### config.mk
export PLATFORM = sky130hd
export DESIGN_NAME = memory_arbiter
export DESIGN_NICKNAME = d
export VERILOG_FILES = /design/src/rtl/mem_arb_pkg.sv /design/src/rtl/req_fifo.sv /design/src/rtl/memory_arbiter.sv
export SDC_FILE = /design/constraint.sdc
export NUM_CORES = 1
export LEC_CHECK = 0
export ABC_AREA = 1
export BUFFER_PORTS_ARGS = -buffer_cell sky130_fd_sc_hd__buf_2
export CAP_MARGIN = 10
export CORE_ASPECT_RATIO = 0.8
export CORE_MARGIN = 1.5
export CORE_UTILIZATION = 50
export DETAILED_ROUTE_END_ITERATION = 10
export PLACE_DENSITY = 0.7
export SETUP_SLACK_MARGIN = 0.02
export SLEW_MARGIN = 20
export SYNTH_ARGS = -nofsm -noshare
export SYNTH_HDL_FRONTEND = slang
export SYNTH_SLANG_ARGS = --single-unit
### constraint.sdc
create_clock -name clock -period 2.7 [get_ports clock]
set_input_delay 0.405 -clock clock [delete_from_list [all_inputs] [get_ports clock]]
set_output_delay 0.405 -clock clock [all_outputs]
set_load 0.02 [all_outputs]
### src/rtl/mem_arb_pkg.sv
// Shared constants, request field positions and FSM encoding for memory_arbiter.
package mem_arb_pkg;

    localparam int REQ_WIDTH     = 25;
    localparam int RESP_WIDTH    = 16;

    localparam int REQ_WRITE_BIT = 24;
    localparam int REQ_ADDR_MSB  = 23;
    localparam int REQ_ADDR_LSB  = 8;
    localparam int REQ_DATA_MSB  = 7;

    localparam logic [RESP_WIDTH-1:0] TIMEOUT_DATA = 16'hFFFF;

    typedef enum logic [1:0] {
        ST_IDLE      = 2'd0,
        ST_ISSUE     = 2'd1,
        ST_WAIT_RESP = 2'd2
    } arb_state_t;

    function automatic logic req_is_write(input logic [REQ_WIDTH-1:0] req);
        return req[REQ_WRITE_BIT];
    endfunction

endpackage

### src/rtl/req_fifo.sv
// Synchronous FIFO with a registered count; push while full is accepted only
// when a pop happens on the same edge.
module req_fifo #(
    parameter int WIDTH = 25,
    parameter int DEPTH = 4
) (
    input  logic             i_clk,
    input  logic             i_reset,
    input  logic             i_push,
    input  logic [WIDTH-1:0] i_data,
    input  logic             i_pop,
    output logic [WIDTH-1:0] o_head,
    output logic             o_full,
    output logic             o_empty
);

    localparam int AW = (DEPTH > 1) ? $clog2(DEPTH) : 1;
    localparam logic [AW:0] FULL_COUNT = (AW + 1)'(DEPTH);

    logic [WIDTH-1:0] r_mem [DEPTH];
    logic [AW-1:0]    r_wr_ptr;
    logic [AW-1:0]    r_rd_ptr;
    logic [AW:0]      r_count;
    logic             w_pop_ok;
    logic             w_push_ok;

    assign o_full    = (r_count == FULL_COUNT);
    assign o_empty   = (r_count == '0);
    assign o_head    = r_mem[r_rd_ptr];
    assign w_pop_ok  = i_pop && !o_empty;
    assign w_push_ok = i_push && (!o_full || w_pop_ok);

    always_ff @(posedge i_clk) begin
        if (w_push_ok) begin
            r_mem[r_wr_ptr] <= i_data;
        end
    end

    // Pointers wrap naturally because DEPTH is a power of two.
    always_ff @(posedge i_clk) begin
        if (i_reset) begin
            r_wr_ptr <= '0;
            r_rd_ptr <= '0;
            r_count  <= '0;
        end else begin
            if (w_push_ok) begin
                r_wr_ptr <= r_wr_ptr + 1'b1;
            end
            if (w_pop_ok) begin
                r_rd_ptr <= r_rd_ptr + 1'b1;
            end
            case ({w_push_ok, w_pop_ok})
                2'b10:   r_count <= r_count + 1'b1;
                2'b01:   r_count <= r_count - 1'b1;
                default: r_count <= r_count;
            endcase
        end
    end

endmodule

### src/rtl/memory_arbiter.sv
// Two-port round-robin arbiter onto one memory port with read-response routing.
// Optional WAIT_RESP timeout enabled by defining MEM_ARB_TIMEOUT_EN.
module memory_arbiter
    import mem_arb_pkg::*;
#(
    parameter int FIFO_DEPTH     = 4,
    parameter int TIMEOUT_CYCLES = 64
) (
    input  logic                  clock,
    input  logic                  reset,
    input  logic [REQ_WIDTH-1:0]  request_0,
    input  logic                  request_ready_0,
    input  logic [REQ_WIDTH-1:0]  request_1,
    input  logic                  request_ready_1,
    output logic [RESP_WIDTH-1:0] response_0,
    output logic                  response_ready_0,
    output logic [RESP_WIDTH-1:0] response_1,
    output logic                  response_ready_1,
    output logic [REQ_WIDTH-1:0]  mem_request,
    output logic                  mem_request_ready,
    input  logic [RESP_WIDTH-1:0] mem_response,
    input  logic                  mem_response_ready,
    output logic [1:0]            overflow,
    output logic                  timeout_error,
    output logic [1:0]            o_dbg_state
);

    arb_state_t             r_state;
    arb_state_t             w_state_next;
    logic                   r_grant_id;
    logic                   r_last_grant;
    logic                   w_grant;
    logic                   w_grant_take;
    logic                   w_issue;
    logic                   w_resp_load;
    logic [RESP_WIDTH-1:0]  w_resp_data;
    logic                   w_timeout;

    logic [REQ_WIDTH-1:0]   w_head_0;
    logic [REQ_WIDTH-1:0]   w_head_1;
    logic [REQ_WIDTH-1:0]   w_head;
    logic                   w_full_0;
    logic                   w_full_1;
    logic                   w_empty_0;
    logic                   w_empty_1;
    logic                   w_pop_0;
    logic                   w_pop_1;
    logic                   w_drop_0;
    logic                   w_drop_1;

    logic [REQ_WIDTH-1:0]   r_mem_request;
    logic                   r_mem_request_ready;
    logic [RESP_WIDTH-1:0]  r_response_0;
    logic [RESP_WIDTH-1:0]  r_response_1;
    logic                   r_response_ready_0;
    logic                   r_response_ready_1;
    logic [1:0]             r_overflow;
    logic                   r_timeout_error;

    req_fifo #(.WIDTH(REQ_WIDTH), .DEPTH(FIFO_DEPTH)) u_fifo_0 (
        .i_clk   (clock),
        .i_reset (reset),
        .i_push  (request_ready_0),
        .i_data  (request_0),
        .i_pop   (w_pop_0),
        .o_head  (w_head_0),
        .o_full  (w_full_0),
        .o_empty (w_empty_0)
    );

    req_fifo #(.WIDTH(REQ_WIDTH), .DEPTH(FIFO_DEPTH)) u_fifo_1 (
        .i_clk   (clock),
        .i_reset (reset),
        .i_push  (request_ready_1),
        .i_data  (request_1),
        .i_pop   (w_pop_1),
        .o_head  (w_head_1),
        .o_full  (w_full_1),
        .o_empty (w_empty_1)
    );

    assign w_head   = r_grant_id ? w_head_1 : w_head_0;
    assign w_drop_0 = request_ready_0 && w_full_0 && !w_pop_0;
    assign w_drop_1 = request_ready_1 && w_full_1 && !w_pop_1;

`ifdef MEM_ARB_TIMEOUT_EN
    localparam int TW = (TIMEOUT_CYCLES > 1) ? $clog2(TIMEOUT_CYCLES) : 1;
    localparam logic [TW-1:0] TIMEOUT_LAST = TW'(TIMEOUT_CYCLES - 1);

    logic [TW-1:0] r_timer;

    // Held at zero outside WAIT_RESP so every wait starts counting from 0.
    always_ff @(posedge clock) begin
        if (reset || (r_state != ST_WAIT_RESP)) begin
            r_timer <= '0;
        end else begin
            r_timer <= r_timer + 1'b1;
        end
    end
`else
    logic w_unused_timeout_cfg;
    assign w_unused_timeout_cfg = (TIMEOUT_CYCLES != 0);
`endif

    always_ff @(posedge clock) begin
        if (reset) begin
            r_state <= ST_IDLE;
        end else begin
            r_state <= w_state_next;
        end
    end

    always_comb begin
        w_state_next = r_state;
        w_grant      = r_grant_id;
        w_grant_take = 1'b0;
        w_pop_0      = 1'b0;
        w_pop_1      = 1'b0;
        w_issue      = 1'b0;
        w_resp_load  = 1'b0;
        w_resp_data  = mem_response;
        w_timeout    = 1'b0;
        case (r_state)
            ST_IDLE: begin
                if (!w_empty_0 || !w_empty_1) begin
                    w_grant_take = 1'b1;
                    // Under contention the port that did not win last time goes next.
                    w_grant      = (!w_empty_0 && !w_empty_1) ? !r_last_grant : w_empty_0;
                    w_state_next = ST_ISSUE;
                end
            end
            ST_ISSUE: begin
                w_issue      = 1'b1;
                w_pop_0      = !r_grant_id;
                w_pop_1      = r_grant_id;
                w_state_next = req_is_write(w_head) ? ST_IDLE : ST_WAIT_RESP;
            end
            ST_WAIT_RESP: begin
                if (mem_response_ready) begin
                    w_resp_load  = 1'b1;
                    w_state_next = ST_IDLE;
                end
`ifdef MEM_ARB_TIMEOUT_EN
                else if (r_timer == TIMEOUT_LAST) begin
                    w_resp_load  = 1'b1;
                    w_resp_data  = TIMEOUT_DATA;
                    w_timeout    = 1'b1;
                    w_state_next = ST_IDLE;
                end
`endif
            end
            default: begin
                w_state_next = ST_IDLE;
            end
        endcase
    end

    always_ff @(posedge clock) begin
        if (reset) begin
            r_grant_id          <= 1'b0;
            r_last_grant        <= 1'b1;
            r_mem_request       <= '0;
            r_mem_request_ready <= 1'b0;
            r_response_0        <= '0;
            r_response_1        <= '0;
            r_response_ready_0  <= 1'b0;
            r_response_ready_1  <= 1'b0;
            r_overflow          <= 2'b00;
            r_timeout_error     <= 1'b0;
        end else begin
            if (w_grant_take) begin
                r_grant_id   <= w_grant;
                r_last_grant <= w_grant;
            end
            r_mem_request_ready <= w_issue;
            r_mem_request       <= w_issue ? w_head : '0;
            r_response_ready_0  <= w_resp_load && !r_grant_id;
            r_response_ready_1  <= w_resp_load && r_grant_id;
            if (w_resp_load && !r_grant_id) begin
                r_response_0 <= w_resp_data;
            end
            if (w_resp_load && r_grant_id) begin
                r_response_1 <= w_resp_data;
            end
            r_overflow      <= r_overflow | {w_drop_1, w_drop_0};
            r_timeout_error <= w_timeout;
        end
    end

    assign mem_request       = r_mem_request;
    assign mem_request_ready = r_mem_request_ready;
    assign response_0        = r_response_0;
    assign response_1        = r_response_1;
    assign response_ready_0  = r_response_ready_0;
    assign response_ready_1  = r_response_ready_1;
    assign overflow          = r_overflow;
    assign timeout_error     = r_timeout_error;
    assign o_dbg_state       = r_state;

endmodule

==> results of run 1 <==
[per-layer routing]
| layer | part of all wire [%] | wire length [um] |
|---|---|---|
| met1 | 44 | 10400 |
| met2 | 47 | 11000 |
| met3 | 7.0 | 1630 |
| met4 | 1.7 | 401 |
| met5 | 0.16 | 37 |
[cells by family (layout without fill, tap and decap cells)]
logic type / count (synthesis) / in the layout / synth area share (%)
and+or+nand+nor: 448 / 448 / 16.7
buffers and inverters: 106 / 264 / 4.43
xor gates and xnor gates: 2 / 2 / 0.160
other: 1 / 3 / 0.0343
AOI/OAI and AO/OA: 148 / 148 / 6.82
adders and majority gates: 12 / 12 / 1.51
DFF: 284 / 284 / 70.3
[how the worst min path moves through the flow]
stage / depth (start not counted) / endpoint
after floorplan: 2 / r_last_grant
after global placement: 2 / response_1[0]
after detailed placement: 2 / response_1[1]
after CTS: 1 / u_fifo_1.r_mem[0][5]
after global routing: 1 / u_fifo_1.r_mem[0][5]
final: 1 / u_fifo_1.r_mem[0][5]
[power breakdown]
group          total [W]  internal, W  switching (W)
clock network    0.00392      0.00232        0.00161
registers        0.00512      0.00500       0.000126
logic            0.00172     0.000500        0.00122
total             0.0108      0.00781        0.00295
[cell type report]
type,count,area [um^2],share of cell area (%)
clock buffer,36,772,6.03
antenna,2,5.00,0.0391
clock inverter,18,176,1.38
inverter,57,214,1.67
multi-input combinational,611,2780,21.7
sequential,284,7690,60.0
timing repair buffer,153,826,6.45
tap,275,344,2.69
[stage by stage]
step	setup slack [ps]	instances
floorplan	286	1001
global placement	685	1380
detailed placement	621	1380
CTS	598	1434
global route	337	1434
finish	552	1436
[cell usage after synthesis]
cell      number
edfxtp_1     200
nand3_1       65
clkbuf_1       9
nand3_4        1
buf_6          1
a31oi_1        2
nor2_8         1
buf_2         33
xor2_1         2
a21oi_1       33
ha_1          10
a21boi_1       1
nand2_1      201
o21ai_1       27
nand3_2        2
nor2_4         1
inv_1         47
nand2_2        5
nor2_2         1
dfxtp_1       84
o21ai_0       85
nor2_1       171
conb_1         1
buf_8          2
fa_1           2
buf_4          4
inv_2         10
[registers in the layout, summed over array words and instances, names as in the netlist, 2 cells and up, named ones only]
register / flops
u_fifo_0.r_rd_ptr: 2
overflow: 2
u_fifo_0.r_count: 3
u_fifo_1.r_wr_ptr: 2
u_fifo_0.r_wr_ptr: 2
u_fifo_0.r_mem: 100
mem_request: 25
u_fifo_1.r_mem: 100
u_fifo_1.r_count: 3
u_fifo_1.r_rd_ptr: 2
response_1: 16
response_0: 16
o_dbg_state: 2
==> results.json, run 1 <==
{
  "postCtsHoldBufs": 0,
  "nFillCells": 1745,
  "cts_setup_buffers": 0,
  "skew_ps": 7.70,
  "fin_crit_sh_pct": 79.6,
  "yosysSeqAreaShare_pct": 70.3,
  "drtPass1Iterations": 5,
  "slew_violations": 0,
  "fin_util_pct": 59.6,
  "vias_per_cell": 5.17,
  "ys.warnings.count": 0,
  "use_met2_pct": 34.0,
  "rrSetupSlack_ps": 550,
  "antenna_found_initial": 5,
  "drive_gt1_share_pct": 19.7,
  "status": "completed",
  "clock_latency_ps": 540,
  "placed_cell_area_um2": 11900,
  "synth_area_leaders": "edfxtp_1, dfxtp_1, nand2_1, nor2_1, o21ai_0",
  "endpoint": "u_fifo_0.r_count[2]",
  "grt_use_met1_pct": 27.4,
  "cts.sinks": 284,
  "cp_max_fo": 7,
  "min_from": "request_1[5]",
  "cts_max_path_buffers": 3,
  "max_stage_delay_ps": 380,
  "fin_nets": 1219,
  "crit_path_end_kind": "flip-flop",
  "synth_area_um2": 10900,
  "hp-class": "input port to flip-flop",
  "cp_num_buf_inv": 3,
  "cts-root-buf": "clkbuf_16",
  "worst-setup-path-type": "flip-flop to flip-flop",
  "hold_viol_final": 0,
  "worstMarginPinSlew_ps": 775,
  "power.density_nw_per_um2": 841,
  "cp_data_arrival_time_ps": 2610,
  "startpoint": "u_fifo_0.r_count[0]",
  "setup_violations": 0,
  "most-common-layout-cells": "nand2_1, edfxtp_1, nor2_1",
  "synthToLayoutAreaGrowth_pct": 17.1,
  "initial_utilization_pct": 50.8,
  "avgSynthCellArea_um2": 10.9,
  "finalPower_w": 0.0108,
  "wl_per_cell_um": 16.3,
  "holdWs_ps": 78.3,
  "setup-tns-final_ps": 0,
  "port-buffer-count": 134,
  "overflow": 0,
  "reg2reg_from": "u_fifo_0.r_count[0]",
  "grt_pass1_vias": 7036,
  "slowest_stage": "fa_1",
  "core_area_um2": 21500,
  "first_iter_violations": 573,
  "track_usage_pct": 20.4,
  "remaining_drc_errors": 0,
  "die-area_um2": 22800,
  "ir_drop_v": 0.000540,
  "period_needed_ps": 2150,
  "netlist.area_leader.share_pct": 54.9,
  "post-route-cell-area_um2": 12800,
  "routed_wl_um": 23400,
  "critical-path-top-delay-family": "simple AND/OR/NAND/NOR gates",
  "path_clk_slew_ps": 60,
  "max_freq_ghz": 0.465,
  "cts-htree-levels": 1,
  "ios": 136,
  "reg2regPathDepth": 13,
  "num_vias": 7426,
  "cts-buffers-inserted": 29,
  "regToRegEndpoint": "u_fifo_0.r_count[2]",
  "max_cap_viol_count": 0,
  "start_kind": "flip-flop",
  "final_common_cell": "nand2_1",
  "cp.depth": 13,
  "synth_largest_area_cell": "edfxtp_1",
  "grt_max_degree": 51,
  "synth_cell_types": 27,
  "hpwl_um": 14300,
  "cp_data_required_time_ps": 3170,
  "slew_headroom_pct": 48.3,
  "die_y_um": 135,
  "syn_nets": 1084,
  "routabilityCongestion": 0.796,
  "grt_first_pass_wirelength_um": 36200,
  "leakage_nw": 5.10,
  "path_cells": "inv_1 > nand2_1 > nor2_1 > nand2_1 > nand2_2 > ha_1 > inv_1 > fa_1 > inv_1 > nand2_1 > nand3_1 > o21ai_0 > a21oi_1",
  "rsz0062_at_grt": "false",
  "rows": 48,
  "antenna_left": 0,
  "cts_resized": 0,
  "die-width_um": 168,
  "grt-busiest-layer": "met2",
  "syn_inst": 1001,
  "tritoncts": "built",
  "use_met3_pct": 4.65,
  "ys_ff_latch": 284
}
No activity file was read; power rests on OpenSTA's default activity.
==> run 2, diff against run 1 <==
Settings changed: ABC_AREA 1 to 0, PLACE_DENSITY 0.7 to 0.73.
Clock period 2.7 ns to 1.9 ns, I/O delays scaled along.
==> results.json, run 2 <==
{
  "endpoint": "u_fifo_0.r_count[2]",
  "path_clk_slew_ps": 60,
  "placedCellCount": 1045,
  "start_kind": "flip-flop",
  "ir_drop_v": 0.000942,
  "period_needed_ps": 2080,
  "ys_ff_latch": 284,
  "rows": 47,
  "fin_ws_ps": -178,
  "wl_per_cell_um": 19.6,
  "cp.depth": 10,
  "ios": 136,
  "die_y_um": 133,
  "fin_util_pct": 65.1,
  "diodes": 0,
  "hp-class": "input port to flip-flop",
  "cp_data_arrival_time_ps": 2530,
  "status": "complete, but fails checks",
  "worstMarginPinSlew_ps": 600,
  "startpoint": "o_dbg_state[0]",
  "rsz0062_at_grt": "true",
  "ys.warnings.count": 0,
  "grt_max_degree": 57,
  "synth_edf_count": 200,
  "drtPass1Iterations": 5,
  "num_vias": 6255,
  "crit_path_end_kind": "flip-flop",
  "async_flop_share_pct": 0,
  "cts-root-buf": "clkbuf_16",
  "cts_max_path_buffers": 3,
  "setup_violations": 3,
  "synth_largest_area_cell": "edfxtp_1",
  "fin_crit_sh_pct": 109,
  "synth_area_um2": 10600,
  "routabilityCongestion": 0.786,
  "cp_max_fo": 3,
  "skew_ps": 25.3,
  "die-width_um": 166,
  "synth_area_leaders": "edfxtp_1, dfxtp_1, mux4_2, mux2i_1, nand2_1",
  "overflow": 0,
  "hold_viol_final": 0,
  "cts.sinks": 284,
  "most-common-layout-cells": "edfxtp_1, buf_2, dfxtp_1",
  "antenna_left": 0,
  "syn_nets": 709,
  "final_cell_count_no_fill": 1163,
  "first_iter_violations": 600,
  "final_common_cell": "edfxtp_1",
  "regToRegEndpoint": "u_fifo_0.r_count[2]",
  "grt_first_pass_wirelength_um": 35100,
  "initial_utilization_pct": 51.1,
  "post-route-cell-area_um2": 13500,
  "reg2reg_from": "o_dbg_state[0]",
  "port-buffer-count": 134,
  "routed_wl_um": 22800,
  "hpwl_um": 14300,
  "slew_headroom_pct": 60.0,
  "syn_inst": 626,
  "max_stage_delay_ps": 350,
  "synth_cell_types": 46,
  "vias_per_cell": 5.38,
  "synthFlopType": "edfxtp_1",
  "placed_cell_area_um2": 11900,
  "netlist.area_leader.share_pct": 56.8,
  "yosys.cell_count.top_type": "edfxtp_1",
  "avgSynthCellArea_um2": 16.9,
  "critical-path-top-delay-family": "simple AND/OR/NAND/NOR gates",
  "slew_violations": 0,
  "holdWs_ps": 21.0,
  "cp_num_buf_inv": 2,
  "synthToLayoutAreaGrowth_pct": 27.5,
  "track_usage_pct": 21.1,
  "drive_gt1_share_pct": 33.8,
  "ys_top_cells_by_count": "edfxtp_1, dfxtp_1, nand2_1",
  "core_area_um2": 20700,
  "antenna_found_initial": 0,
  "cts-htree-levels": 1,
  "leakage_nw": 4.92,
  "grt_pass1_vias": 6531,
  "slowest_stage": "dfxtp_4",
  "die-area_um2": 22000,
  "setup-tns-final_ps": -327,
  "worst-setup-path-type": "flip-flop to flip-flop",
  "max_cap_viol_count": 0,
  "reg2regPathDepth": 10,
  "crit_path_frequent_cell": "inv_2",
  "yosysSeqAreaShare_pct": 72.7,
  "cts-buffers-inserted": 27,
  "path_cells": "nor3b_4 > nor4_4 > nor2b_2 > inv_2 > ha_4 > inv_2 > fa_2 > xor2_1 > or3_1 > a21oi_1",
  "failed_checks": "negative setup slack",
  "cp_data_required_time_ps": 2350,
  "tritoncts": "built",
  "rrSetupSlack_ps": -180,
  "clock_latency_ps": 540,
  "remaining_drc_errors": 0,
  "power.density_nw_per_um2": 1140,
  "fin_nets": 956,
  "max_freq_ghz": 0.481
}
run 2: report_power, final:
| group | switching (W) | internal (W) | total, W |
|---|---|---|---|
| clock network | 0.00216 | 0.00291 | 0.00507 |
| logic | 0.00156 | 0.00135 | 0.00292 |
| registers | 0.000204 | 0.00718 | 0.00738 |
| total | 0.00393 | 0.0114 | 0.0154 |
run 2: kinds of logic (layout without fill, tap and decap cells):
family | after synthesis | count (layout) | synth area share (%)
DFF | 284 | 284 | 72.7
and+or+nand+nor | 148 | 148 | 6.31
muxes | 78 | 78 | 13.3
buffers and inverters | 47 | 315 | 2.76
AOI/OAI and AO/OA | 46 | 46 | 2.50
adders and majority gates | 12 | 12 | 1.56
xor gates and xnor gates | 10 | 10 | 0.828
other | 1 | 1 | 0.0355
run 2: worst reg2reg max path, cell delays in order, from the launching register on:
cell     delay (ps)
dfxtp_4         350
nor3b_4         160
nor4_4          180
nor2b_2         100
inv_2            80
ha_4            140
inv_2            40
fa_2            320
xor2_1          160
or3_1           310
a21oi_1         150
run 2: what timing repair did:
action / CTS / global route
setup endpoints to repair: 4 / 28
pin swaps: 6 / 3
setup buffers: 4 / 3
resized for setup: 10 / 5
hold buffers: 61 / 0
hold endpoints to repair: 215 / 0
run 2: cell type report:
class                   count  area (um^2)
clock buffers              39          762
clock inverters            11         77.6
fillers                  1406         7220
inverters                  15         56.3
multi-input cells         295         2660
flip-flops and latches    284         7700
well taps                 269          337
repair buffers            250         1890
run 2: per-stage QoR:
stage                     worst slack [ps]  power [W]
after global routing                  -277     0.0159
final                                 -178     0.0154
after detailed placement              -290     0.0102
after global placement                -142     0.0101
after floorplan                       -206    0.00924
after CTS                             -154     0.0154
run 2: worst min-delay path by stage:
| stage | start | end | slack, ps | cells past startpoint |
|---|---|---|---|---|
| after floorplan | request_0[0] | u_fifo_0.r_mem[0][0] | 380 | 0 |
| after global placement | response_0[1] | response_0[1] | 440 | 2 |
| after detailed placement | response_0[1] | response_0[1] | 450 | 2 |
| after CTS | mem_response[3] | response_1[3] | 3 | 3 |
| after global routing | mem_response[2] | response_0[2] | 10 | 3 |
| final | mem_response[3] | response_1[3] | 20 | 3 |
run 2: metal layers:
metal,wire length [um],track usage [%],up-vias
met3,1290,4.26,57
li1,-,-,2835
met1,9300,27.1,3145
met4,619,6.30,0
met5,0,0,-
met2,11500,36.0,218
